`config.mk`:
```
export PLATFORM = sky130hd
export DESIGN_NAME = pwm_ramp_ctrl
export DESIGN_NICKNAME = d
export VERILOG_FILES = /design/src/rtl/pwm_ramp_ctrl.sv
export SDC_FILE = /design/constraint.sdc
export NUM_CORES = 1
export LEC_CHECK = 0
export CAP_MARGIN = 20
export CORE_ASPECT_RATIO = 1.25
export CORE_MARGIN = 2
export CORE_UTILIZATION = 58
export DETAILED_ROUTE_END_ITERATION = 10
export PLACE_DENSITY_LB_ADDON = 0.12
export SYNTH_ARGS = -nofsm -noshare
export SYNTH_HDL_FRONTEND = slang
export SYNTH_SLANG_ARGS = --single-unit
```
`constraint.sdc`:
```
create_clock -name i_clk -period 9.6 [get_ports i_clk]
set_clock_uncertainty 0.15 [all_clocks]
set_input_delay 0.96 -clock i_clk [delete_from_list [all_inputs] [get_ports i_clk]]
set_output_delay 0.96 -clock i_clk [all_outputs]
set_load 0.01 [all_outputs]
```
`src/rtl/pwm_ramp_ctrl.sv`:
```
// Slew-limited, direction-safe duty command generator for a PWM stage,
// with filtered overcurrent detection, timed retry and lockout.
module pwm_ramp_ctrl #(
    parameter int PERIOD_END    = 2000,
    parameter int MAX_DUTY      = 2000,
    parameter int STEP          = 16,
    parameter int DEAD_PERIODS  = 4,
    parameter int OC_FILT       = 3,
    parameter int RETRY_PERIODS = 64,
    parameter int MAX_RETRY     = 3,
    parameter int CLEAR_PERIODS = 256
) (
    input  logic        i_clk,
    input  logic        RESET,
    input  logic        Enable,
    input  logic [11:0] Cmd_in,
    input  logic [10:0] Count,
    input  logic        OFF_in,
    output logic [11:0] Pwm_cmd,
    output logic [2:0]  State,
    output logic        Fault,
    output logic        Busy
);
    localparam logic [2:0] S_IDLE    = 3'd0;
    localparam logic [2:0] S_RAMP    = 3'd1;
    localparam logic [2:0] S_RUN     = 3'd2;
    localparam logic [2:0] S_DEAD    = 3'd3;
    localparam logic [2:0] S_FAULT   = 3'd4;
    localparam logic [2:0] S_LOCKOUT = 3'd5;

    localparam logic signed [12:0] MAX_S       = 13'(MAX_DUTY);
    localparam logic signed [12:0] STEP_S      = 13'(STEP);
    localparam logic [15:0]        DEAD_LAST   = 16'(DEAD_PERIODS - 1);
    localparam logic [15:0]        RETRY_LAST  = 16'(RETRY_PERIODS - 1);
    localparam logic [15:0]        CLEAR_LAST  = 16'(CLEAR_PERIODS - 1);
    localparam logic [3:0]         OC_LAST     = 4'(OC_FILT - 1);
    localparam logic [3:0]         RETRY_LIMIT = 4'(MAX_RETRY);

    logic [2:0]         state_r, state_n;
    logic signed [11:0] cur_r, cur_n;
    logic [15:0]        pcnt_r, pcnt_n;
    logic [3:0]         retry_r, retry_n, retry_inc_s;
    logic [3:0]         oc_cnt_r, oc_cnt_n;
    logic               fault_r, busy_r;
    logic               strobe_s, active_s, trip_s, opposite_s;
    logic signed [12:0] cmd_ext_s, cur_ext_s, target_s, aim_s, diff_s, stepped_s;

    assign strobe_s    = (Count == 11'(PERIOD_END));
    assign active_s    = (state_r == S_RAMP) || (state_r == S_RUN) || (state_r == S_DEAD);
    assign trip_s      = OFF_in && active_s && (oc_cnt_r == OC_LAST);
    assign retry_inc_s = (retry_r == 4'hF) ? retry_r : retry_r + 4'd1;

    assign Pwm_cmd = cur_r;
    assign State   = state_r;
    assign Fault   = fault_r;
    assign Busy    = busy_r;

    // Saturated target, and one slew step toward it (or toward zero when reversing).
    always_comb begin
        cmd_ext_s = {Cmd_in[11], Cmd_in};
        cur_ext_s = {cur_r[11], cur_r};
        if (!Enable) begin
            target_s = 13'sd0;
        end else if (cmd_ext_s > MAX_S) begin
            target_s = MAX_S;
        end else if (cmd_ext_s < -MAX_S) begin
            target_s = -MAX_S;
        end else begin
            target_s = cmd_ext_s;
        end
        opposite_s = (cur_ext_s != 13'sd0) && (target_s != 13'sd0) &&
                     (cur_ext_s[12] != target_s[12]);
        if (opposite_s) begin
            aim_s = 13'sd0;
        end else begin
            aim_s = target_s;
        end
        diff_s = aim_s - cur_ext_s;
        if (diff_s > STEP_S) begin
            stepped_s = cur_ext_s + STEP_S;
        end else if (diff_s < -STEP_S) begin
            stepped_s = cur_ext_s - STEP_S;
        end else begin
            stepped_s = aim_s;
        end
    end

    // Overcurrent filter: consecutive high clocks while driving.
    always_comb begin
        if (OFF_in && active_s && !trip_s) begin
            oc_cnt_n = oc_cnt_r + 4'd1;
        end else begin
            oc_cnt_n = 4'd0;
        end
    end

    // Next-state logic; a filtered overcurrent wins over any strobe activity.
    always_comb begin
        state_n = state_r;
        cur_n   = cur_r;
        pcnt_n  = pcnt_r;
        retry_n = retry_r;
        if (trip_s) begin
            cur_n   = 12'sd0;
            retry_n = retry_inc_s;
            if (retry_inc_s >= RETRY_LIMIT) begin
                state_n = S_LOCKOUT;
            end else begin
                state_n = S_FAULT;
            end
        end else begin
            case (state_r)
                S_IDLE: begin
                    cur_n = 12'sd0;
                    if (Enable) begin
                        state_n = S_RAMP;
                    end else begin
                        state_n = S_IDLE;
                    end
                end
                S_RAMP: begin
                    if ((cur_ext_s == target_s) && (target_s != 13'sd0)) begin
                        state_n = S_RUN;
                    end else if ((cur_ext_s == 13'sd0) && !Enable) begin
                        state_n = S_IDLE;
                    end else if (strobe_s) begin
                        cur_n = stepped_s[11:0];
                        if (opposite_s && (stepped_s == 13'sd0)) begin
                            state_n = S_DEAD;
                        end else begin
                            state_n = S_RAMP;
                        end
                    end else begin
                        state_n = S_RAMP;
                    end
                end
                S_RUN: begin
                    if (target_s != cur_ext_s) begin
                        state_n = S_RAMP;
                    end else if (strobe_s) begin
                        if (pcnt_r == CLEAR_LAST) begin
                            retry_n = 4'd0;
                            pcnt_n  = 16'd0;
                        end else begin
                            pcnt_n = pcnt_r + 16'd1;
                        end
                    end else begin
                        state_n = S_RUN;
                    end
                end
                S_DEAD: begin
                    cur_n = 12'sd0;
                    if (strobe_s) begin
                        if (pcnt_r == DEAD_LAST) begin
                            state_n = S_RAMP;
                        end else begin
                            pcnt_n = pcnt_r + 16'd1;
                        end
                    end else begin
                        state_n = S_DEAD;
                    end
                end
                S_FAULT: begin
                    cur_n = 12'sd0;
                    if (strobe_s) begin
                        if (pcnt_r == RETRY_LAST) begin
                            state_n = S_RAMP;
                        end else begin
                            pcnt_n = pcnt_r + 16'd1;
                        end
                    end else begin
                        state_n = S_FAULT;
                    end
                end
                S_LOCKOUT: begin
                    cur_n = 12'sd0;
                    if (!Enable) begin
                        state_n = S_IDLE;
                        retry_n = 4'd0;
                    end else begin
                        state_n = S_LOCKOUT;
                    end
                end
                default: begin
                    state_n = S_IDLE;
                    cur_n   = 12'sd0;
                end
            endcase
        end
        // Period counting restarts whenever the state changes.
        if (state_n != state_r) begin
            pcnt_n = 16'd0;
        end else begin
            pcnt_n = pcnt_n;
        end
    end

    // State, duty and counter registers with registered status flags.
    always_ff @(posedge i_clk or negedge RESET) begin
        if (!RESET) begin
            state_r  <= S_IDLE;
            cur_r    <= 12'sd0;
            pcnt_r   <= 16'd0;
            retry_r  <= 4'd0;
            oc_cnt_r <= 4'd0;
            fault_r  <= 1'b0;
            busy_r   <= 1'b0;
        end else begin
            state_r  <= state_n;
            cur_r    <= cur_n;
            pcnt_r   <= pcnt_n;
            retry_r  <= retry_n;
            oc_cnt_r <= oc_cnt_n;
            fault_r  <= (state_n == S_FAULT) || (state_n == S_LOCKOUT);
            busy_r   <= (state_n != S_IDLE) && (state_n != S_LOCKOUT);
        end
    end
endmodule

```
# After elaboration in Yosys (flattened, before gate mapping)
# Cells that the tools add are included.
# word_totals
register_bits	41
input_bits	27
out_inout_bits	17
word_cells	120
# op_classes
n_addsub	6
magnitude_cmp	5
eq_ne	33
muxes	44
n_reduce_logical	25
# ops
op	n
$mux W16	9
$mux W13	6
$mux W12	4
$pmux W16 S3	1
$mux W3	11
$mux W4	7
$ne A3 B3 Y1 const B	9
$logic_not A13 Y1	2
$reduce_bool A13 Y1	2
$pmux W12 S2	1
$pmux W3 S6	1
$add A16 B1 Y16 const B	1
$eq A16 B2 Y1 const B	1
$eq A16 B6 Y1 const B	1
$eq A16 B8 Y1 const B	1
$ne A3 B2 Y1 const B	5
$add A12 B6 Y13 const B	1
$eq A12 B13 Y1	1
$gt A13 B6 Y1 const B	1
$lt A13 B5 Y1 const B	1
$ne A13 B12 Y1	1
$sub A12 B6 Y13 const B	1
$sub A13 B12 Y13	1
$eq A3 B3 Y1 const B	4
other kinds (25)	40

# Longest topological paths before layout
# logic_depth
word_depth	23
ltp_mapped	26
depth_no_buf	23

# Worst setup path before layout
# No wires, ideal clock.
# synth_timing
kind	input -> register
start	input port Cmd_in[8]
end	register pcnt_r[11]
setup_time_ns	0.140
arrival_ns	6.649
required_time_ns	9.310
slack_ns	2.661
stages	24
path_buffers	2
cell_sequence	or4_1 a211o_1 nand2_1 ha_1 buf_2 or4b_2 o41a_1 o21a_1 a211oi_2 nand2_1 ha_1 fa_1 nand2b_1 a21oi_2 nor2_1 o311a_1 nor4_4 a21oi_1 or4_1 a22oi_1 a41oi_2 o21bai_4 buf_6 a211oi_1
# synth_via
elab_chain_len	23
word_cells_on_any_way	38
classes_between	add/sub: 1; order compare: 4; eq/ne: 11; mux: 14; reduce/logical: 8
# synth_lines
item	line_no	source
start, declared	16	input logic [11:0] Cmd_in,
$lt A12 B12 Y1	66	end else if (cmd_ext_s < -MAX_S) begin
$mux W13	66	
$mux W13 *	64	end else if (cmd_ext_s > MAX_S) begin
$mux W13 *	62	if (!Enable) begin
$reduce_bool A13 Y1	71, 122	
$logic_and A1 B1 Y1 (2 in series)	71	opposite_s = (cur_ext_s != 13'sd0) && (target_s != 13'sd0) &&
$mux W13	73	if (opposite_s) begin
$sub A13 B12 Y13	78	diff_s = aim_s - cur_ext_s;
(+6 left out)	--	
$mux W3	126	end else if (strobe_s) begin
$mux W3	124	end else if ((cur_ext_s == 13'sd0) && !Enable) begin
$mux W3	122	if ((cur_ext_s == target_s) && (target_s != 13'sd0)) begin
$pmux W3 S6	112	case (state_r)
$mux W3	103	if (trip_s) begin
$ne A3 B3 Y1	191	if (state_n != state_r) begin
$ne A3 B3 Y1 (no line), or another cell as far along	--	
$reduce_and A8 Y1 (no line)	--	
end signal, assigned	211	pcnt_r <= pcnt_n;
end, declared	41	logic [15:0] pcnt_r, pcnt_n;
# Every way passes the cells marked *; elsewhere a longest branch is shown, timed or not.
# A chain may end at the register's enable or synchronous reset.

# Worst setup path in the final report
# layout_timing
start	input port Cmd_in[8]
end	register pcnt_r[13]
# Same word-level chain as after synthesis.

==> results.toml <==
[status]
status = "finished clean"

[route]
via_per_inst = 6.74
route.detailed.drc = 0
drtIter0Drc = 267
wl_mm = 12.8
ant_nets = 0
avgRoutedWirePerCell_um = 19.1
drt_pre_antenna_iters = 5
num_vias = 4523

[synthesis]
synth_cells = 549
synthMuxAreaShare = 0.0162
synth_xor_area_frac = 0.0459
synth_area_leaders = "dfrtp_1, ha_1, nand2_1, nor2_1, a21oi_1"
synth_edf_count = 0
synth_top_family_by_area = "simple AND/OR/NAND/NOR gates"
synth_compound_area_frac = 0.286
ys_ff_latch = 41
synth.distinct_cells = 86
ys.flop_type = "dfrtp_1"
yosys.area_share.simple = 0.311
synth_nets = 596
async_flop_share = 1.00
syn_area_per_cell_um2 = 8.00
synth_fa_ha_area_frac = 0.0587
synth.largest_area_cell = "dfrtp_1"
yosys_warnings = 0
netlist_area_um2 = 4390
synth_top_area_share = 0.234
ys_seq_area_frac = 0.234

[place]
pre_cts_ws_ns = 1.22
dp_hpwl_mm = 9.80
dp_cells = 663
port_buffers = 43
place_area_um2 = 4830
gp_congestion = 1.03

[cts]
clk_latency_ns = 0.30
clk_path_buf_depth = 2
path_clk_slew_ns = 0.09
htreeDepth = 2
cts.sinks = 41
clockRootBuffer = "clkbuf_8"
tritoncts = "yes"
postCtsHoldBufs = 0
post_cts_resized = 0
post_cts_buffers = 0
cts_buffers = 5

[worst_hold_path]
min_path_type = "reg -> reg"
hold_start = "oc_cnt_r[0]$_DFF_PN0_"

[worst_setup_path]
start_kind = "primary input"
crit_slowest_cell = "a21oi_1"
path_class = "in -> reg"
worstPathRequired_ns = 9.60
path_cells = "clkdlybuf4s50_1 -> or4_1 -> a211o_1 -> nand2_1 -> ha_1 -> or4b_2 -> o41a_1 -> o21a_1 -> a211oi_2 -> nand2_1 -> ha_1 -> fa_1 -> nand2b_1 -> a21oi_2 -> o21ai_2 -> a211oi_2 -> nor3_1 -> a21oi_1 -> a22oi_1 -> a222oi_1 -> a41oi_2 -> o21bai_4 -> a211oi_1"
slowest_delay_ns = 0.68
cp-end-kind = "flop"
arrival_ns = 8.19
critPathMaxFanout = 16
startpoint = "Cmd_in[8]"
timing.rr.start = "Pwm_cmd[11]$_DFFE_PN0P_"

[cells_and_area]
syn2layout_area_growth_pct = 11.9
seqCellArea_um2 = 1030
final_cells = 671
drive_above_1_share = 0.0846
n_fill_cell = 652
antenna_cells = 0
fin_area_um2 = 4910
utilization = 0.668
layout.nets = 625
multi_input_area_um2 = 3160

[power]
powerDensity_nw_per_um2 = 246
ir_drop_uv = 172
p_total_mw = 1.21
p_leak_nw = 1.96

[floorplanning]
die_w_um = 81.8
start_util = 0.597
ios = 44
rows = 35
die_y_um = 101
die_area_um2 = 8290
core_um2 = 7360

[global_routing]
grt_pass1_vias = 4347
antenna_found_initial = 0
grt_overflow = 0
grt_max_degree = 42
grt.total_usage = 0.319
grt_pass1_wl_mm = 20.8

[timing]
max_slew_margin = 0.366
tightest_slew_ns = 0.951
timing.fmax_mhz = 122
setup_tns_ns = 0
setup_slack_ns = 1.41
whs_ns = 0.341
drv_slew = 0
rsz0062_at_grt = "false"
min_period_over_period = 0.853
period_needed_ns = 8.19
setup_viol_count_final = 0
hold_viol_final = 0

[job]
cap_violations = 0
critical path: cells and delay by family:
| kind | cells | cell delay [ns] |
|---|---|---|
| AND/OR/NAND/NOR | 6 | 1.73 |
| AO/OA/AOI/OAI | 13 | 4.11 |
| buffers and inverters | 1 | 0.45 |
| adder cells (fa/ha/maj) | 3 | 0.95 |
per-layer routing:
layer	global-route usage	vias up	wire, µm
met4	0.156	0	542
met3	0.0285	40	682
li1	-	2153	-
met1	0.356	2145	4990
met2	0.592	185	6600
met5	0	-	0
cells in the final DEF (no fill, tap or decap), types with 5 or more instances in the layout:
master and n:
nand2_1 44, a21oi_1 31, clkdlybuf4s50_1 42, a22oi_1 9
nor3_1 14, xnor2_1 16, nand4_1 19, nand3_1 21
nand2b_1 14, and3_1 13, nor3b_1 8, ha_1 19
xor2_1 7, a22o_1 5, nor2_1 43, and2_1 10
or2_2 5, dfrtp_1 41, nor2b_1 11, inv_1 23
clkbuf_8 5, mux2i_1 6, nor4_1 9, a32o_1 5
o21ai_0 22, a21o_1 8, a31oi_1 5, a211oi_1 15
or3_1 6
final timing paths:
check | slack (ns) | to | depth (start not counted)
max in group asynchronous | 8.06 | Pwm_cmd[5]$_DFFE_PN0P_ | 1
worst min-delay path | 0.34 | oc_cnt_r[0]$_DFF_PN0_ | 1
worst max-delay path | 1.41 | pcnt_r[13]$_DFFE_PN0P_ | 23
worst min register to register | 0.34 | oc_cnt_r[0]$_DFF_PN0_ | 1
worst max register to register | 3.32 | pcnt_r[13]$_DFFE_PN0P_ | 19
min in group asynchronous | 0.65 | Pwm_cmd[0]$_DFFE_PN0P_ | 1
cells in the mapped netlist, types with 4 or more instances:
master     n
mux2i_1    6
nor4_1     9
a211oi_2   4
nor3b_1    8
a21o_1     8
o21ai_1    4
nand4_1   19
a211oi_1  15
nor2b_1   11
xor2_1     7
nor2_1    43
ha_1      19
clkbuf_1  11
o21ai_0   22
and2_1    10
nand2b_1  14
a21oi_1   31
nand2_1   44
a22o_1     5
dfrtp_1   41
nor3_1    14
inv_1     23
a22oi_1    9
xnor2_1   16
and3_1    13
or3_1      6
o21a_1     4
buf_2      7
a31oi_1    5
nand3_1   21
or2_2      5
o22ai_1    4
a32o_1     5
kinds of logic after synthesis:
| logic type | after synthesis |
|---|---|
| compound gates | 166 |
| xor+xnor | 23 |
| fa+ha+maj | 20 |
| buf+inv | 48 |
| flops | 41 |
| mux | 7 |
| simple gates | 244 |
power breakdown:
part	switching [mW]	internal, mW
Clock	0.0680	0.0504
Sequential	0.0666	0.202
Combinational	0.504	0.318
Total	0.639	0.571
flip-flops by register name, summed over array words and instances (netlist names):
register	flops
State	3
retry_r	4
pcnt_r	16
Busy	1
Fault	1
Pwm_cmd	12
oc_cnt_r	4
final cells by class:
class                           count  share of cell area
Inverter                           26              0.0199
Multi-Input combinational cell    460               0.642
Clock buffer                        5              0.0140
Timing Repair Buffer               44              0.0881
Sequential cell                    41               0.209
Clock inverter                      3             0.00356
Tap cell                           92              0.0234
(Power assumes the default switching activity.)
